==> config.mk <==
export PLATFORM = sky130hd
export DESIGN_NAME = demux_1x4_32b_buf
export DESIGN_NICKNAME = d
export VERILOG_FILES = /design/src/rtl/demux_1x4_32b_buf.sv
export SDC_FILE = /design/constraint.sdc
export NUM_CORES = 1
export LEC_CHECK = 0
export CORE_ASPECT_RATIO = 1.25
export CORE_MARGIN = 1
export CORE_UTILIZATION = 49
export DETAILED_ROUTE_END_ITERATION = 10
export PLACE_DENSITY_LB_ADDON = 0.25
export SETUP_SLACK_MARGIN = 0.3
export SKIP_CTS_REPAIR_TIMING = 1
export SYNTH_ARGS = -nofsm -noshare
export SYNTH_HDL_FRONTEND = slang
export SYNTH_SLANG_ARGS = --single-unit
export TNS_END_PERCENT = 100
==> constraint.sdc <==
create_clock -name clk -period 2.5 [get_ports clk]
set_input_delay 0.375 -clock clk [delete_from_list [all_inputs] [get_ports clk]]
set_output_delay 0.375 -clock clk [all_outputs]
set_load 0.05 [all_outputs]
==> src/rtl/demux_1x4_32b_buf.sv <==
// demux_1x4_32b_buf
//   Registered 1-to-4 demultiplexer with per-channel holding buffers. One
//   producer offers a word plus a 2-bit destination {s1,s0}; the word is
//   latched into the addressed buffer. Each buffer is drained by its own
//   consumer through out_valid/out_ack. The producer is back-pressured
//   whenever the addressed buffer is full and not being acked.
//
// Ports
//   clk, rst_n        clock, asynchronous active-low reset
//   in_data, s0, s1   word to route and destination select (channel = {s1,s0})
//   in_valid          producer offers a word this cycle
//   in_ready          addressed buffer can take the word (combinational)
//   out0..out3        buffer contents
//   out_valid         bit k = buffer k holds an unconsumed word
//   out_ack           bit k = consumer k takes buffer k this cycle
//   err_clr           synchronous clear of err_stall
//   err_stall         sticky back-pressure flag (a new stall beats err_clr)
//   xfer_cnt          count of accepted words, wraps modulo 2^16
module demux_1x4_32b_buf #(
  parameter int unsigned WIDTH = 32
) (
  input  logic             clk,
  input  logic             rst_n,
  input  logic [WIDTH-1:0] in_data,
  input  logic             s0,
  input  logic             s1,
  input  logic             in_valid,
  output logic             in_ready,
  output logic [WIDTH-1:0] out0,
  output logic [WIDTH-1:0] out1,
  output logic [WIDTH-1:0] out2,
  output logic [WIDTH-1:0] out3,
  output logic [3:0]       out_valid,
  input  logic [3:0]       out_ack,
  input  logic             err_clr,
  output logic             err_stall,
  output logic [15:0]      xfer_cnt
);

  typedef enum logic {
    EMPTY = 1'b0,
    FULL  = 1'b1
  } ch_state_t;

  ch_state_t        state_q [4];
  ch_state_t        state_d [4];
  logic [WIDTH-1:0] buf_q   [4];

  logic [1:0] sel;
  logic       accept;
  logic       stall;

  assign sel = {s1, s0};

  always_comb begin
    out_valid = '0;
    for (int unsigned k = 0; k < 4; k++) begin
      out_valid[k] = (state_q[k] == FULL);
    end
  end

  // An ack on the addressed channel frees its slot in the same cycle, so a
  // full buffer being drained can take the next word without a bubble.
  assign in_ready = ~out_valid[sel] | out_ack[sel];
  assign accept   = in_valid & in_ready;
  assign stall    = in_valid & ~in_ready;

  // Next-state: accept wins over ack, so accept+ack keeps the channel FULL.
  always_comb begin
    for (int unsigned k = 0; k < 4; k++) begin
      state_d[k] = state_q[k];
      if (accept && (sel == 2'(k))) begin
        state_d[k] = FULL;
      end else if (out_ack[k] && (state_q[k] == FULL)) begin
        state_d[k] = EMPTY;
      end
    end
  end

  always_ff @(posedge clk or negedge rst_n) begin
    if (!rst_n) begin
      for (int unsigned k = 0; k < 4; k++) begin
        state_q[k] <= EMPTY;
        buf_q[k]   <= '0;
      end
    end else begin
      for (int unsigned k = 0; k < 4; k++) begin
        state_q[k] <= state_d[k];
        if (accept && (sel == 2'(k))) begin
          buf_q[k] <= in_data;
        end
      end
    end
  end

  always_ff @(posedge clk or negedge rst_n) begin
    if (!rst_n) begin
      xfer_cnt  <= '0;
      err_stall <= 1'b0;
    end else begin
      if (accept) begin
        xfer_cnt <= xfer_cnt + 16'd1;
      end
      if (stall) begin
        err_stall <= 1'b1;
      end else if (err_clr) begin
        err_stall <= 1'b0;
      end
    end
  end

  assign out0 = buf_q[0];
  assign out1 = buf_q[1];
  assign out2 = buf_q[2];
  assign out3 = buf_q[3];

endmodule

==> metrics.txt <==
Worst Path Required=2.12 ns; Initial DRC Count=128; power per cell area=1110 nW/um^2; I/O Pins=192; DR WL/cell=18.8 microns; Critical R2R Capture=xfer_cnt[8]; crit path DAT=1.76 ns; CP bufs+invs=2; clock sink count=149; # rows=43; Synth top area share=0.651; Worst-path clk slew=0.06 ns; Setup crit end=in_ready; clk buf depth=2; WP depth=4; period utilization=0.856; RSZ-0062 raised after global routing=no; TritonCTS buffer count=17; RR Startpoint=xfer_cnt[0]; Multi-input gate area=1880 sq um; nets@finish=609; Crit-path slowest cell=mux4_2; crit path from=out_ack[2]; Die H=123 microns; Seq/Total Area, Yosys=0.651; crit end category=output port; Met2 Wirelength=7260 microns; final hold vios=0; CORE AREA=11200 sq um; ant diodes=0; vias in the first global route=4108; Syn Nets=402; DP Wirelength=9360 microns; Synth warnings=0; PortBufs=191; largest cells by area after synthesis=dfrtp_1, mux2_2, xnor2_1, buf_2, buf_4; die area=12100 sq um; Setup crit start kind=input port; Worst slew margin=0.630; Layout area overhead=47.3%; Clock Skews=0.00782 ns; die width=98.7 microns; Final ANT Viol Nets=0; Fmax achieved=467 MHz; worst skew pair latency=0.42 ns; Final setup violation count=0; post-synthesis register bit count=149; FF/Latch Area=3730 sq um; post-synth top area cell=dfrtp_1; Max Used Layer=met4; type of the worst min-delay path=in2async; FILL cells=713; status=complete, no violations; H-tree levels=4; mapped cell area=5730 sq um; M1 wire length=5180 microns; initial antenna violation count=0; Syn Area/Cell=15.9 sq um; Min Clock Period, post-route=2.14 ns; critical path type=in2out; Worst path max stage delay=0.54 ns; All-Layer GR Usage=0.234; Root Driver=clkbuf_16; Routed WL=13400 microns; LEAKAGE=3.55 nW; post-synthesis cell type count=26; total global routing overflow=0; Setup TNS=0 ns; Reg2Reg Depth=5; Pwr Total=9.36 mW; Gate Count Post-Synth=359; 1st-pass router iterations=4; Peak VDD IR=0.553 mV; largest net degree at the start of global routing=70; Max Fanout on Critical Path=6; first-pass GRT wire length=21300 microns; starting density of the core=0.509; R2R Setup Slk=0.87 ns; vias=3754; max cap viols=0; DRC viols=0; Routed met3 length=743 microns; Cell Chain, Critical Path=clkdlybuf4s50_1, nand2b_1, mux4_2, buf_4; max-slew violation count=0; gpl congestion=0.754; share of cells above drive strength 1=0.308; Vias per Instance=5.27; Worst-Margin Slew=0.553 ns; CTS tree=built; Worst path top cell family by delay=buffers and inverters
state kept, by name (all words and copies together) (netlist names):
name / flops
out2: 32
out3: 32
out_valid: 4
out1: 32
xfer_cnt: 16
err_stall: 1
out0: 32
logic make-up (layout without fill, tap and decap cells):
family,count (synthesis),in the layout,synth area share
DFF,149,149,0.651
muxes,130,130,0.258
and+or+nand+nor,42,42,0.0424
buffers and inverters,20,239,0.0216
xor gates and xnor gates,15,15,0.0229
AOI/OAI and AO/OA,2,2,0.00197
adders and majority gates,1,1,0.00218
cells in the mapped netlist:
library cell	number
mux2_2	126
nor2_1	2
nor2_2	1
nand3_2	1
nand2_1	9
nor3b_2	1
nand4_1	6
nand2b_1	4
buf_4	6
xnor2_1	15
mux4_2	1
buf_2	9
mux2_1	3
nand3b_1	1
o22ai_1	1
and4_1	2
buf_6	2
and2_1	1
and3_1	6
o21ai_0	1
inv_2	1
inv_1	2
dfrtp_1	149
ha_1	1
nor2b_1	1
nand3_1	7
cells in the final DEF, fill, tap and decap left out, types with 2 or more instances in the layout:
master           instances
and3_1                   5
buf_12                   3
buf_4                   11
bufinv_16                3
clkbuf_16               17
clkdlybuf4s50_1        189
clkinv_2                 4
clkinv_4                 4
clkinvlp_4               2
dfrtp_1                149
inv_1                    2
mux2_1                   3
mux2_2                 126
nand2_1                  9
nand2b_1                 4
nand3_1                  7
nand4_1                  6
nor2_1                   2
xnor2_1                 15
final cells by class:
class                   count  area share
clock buffers              18      0.0509
clock inverters            13      0.0190
inverters                   3     0.00133
multi-input cells         190       0.223
flip-flops and latches    149       0.442
well taps                 135      0.0200
repair buffers            205       0.244
power by group:
| group | internal (mW) | total [mW] | switching [mW] |
|---|---|---|---|
| registers | 2.91 | 3.21 | 0.303 |
| clock network | 1.56 | 2.54 | 0.981 |
| logic | 1.28 | 3.60 | 2.32 |
routing by layer:
metal	vias to the layer above	GRT usage
met1	1944	0.255
met5	-	0
met3	16	0.0655
met4	0	0.0961
li1	1672	-
met2	122	0.430
worst min path at each step:
stage	end	slack, ns
global route	xfer_cnt[15]	0.49
detailed placement	xfer_cnt[11]	0.35
finish	xfer_cnt[11]	0.47
global placement	xfer_cnt[11]	0.35
floorplan	err_stall	0.08
CTS	xfer_cnt[11]	-0.09
metrics by stage:
step	hold WS, ns	utilization	setup WS [ns]	instance area, sq um	instances
global placement	0.347	0.696	0.303	7830	680
floorplan	0.0794	-	0.624	5730	359
CTS	-0.0888	0.749	0.290	8420	711
finish	0.467	0.750	0.360	8440	713
detailed placement	0.353	0.696	0.286	7830	680
global route	0.495	0.750	0.333	8440	713
Power figures use the tool's default switching activity.
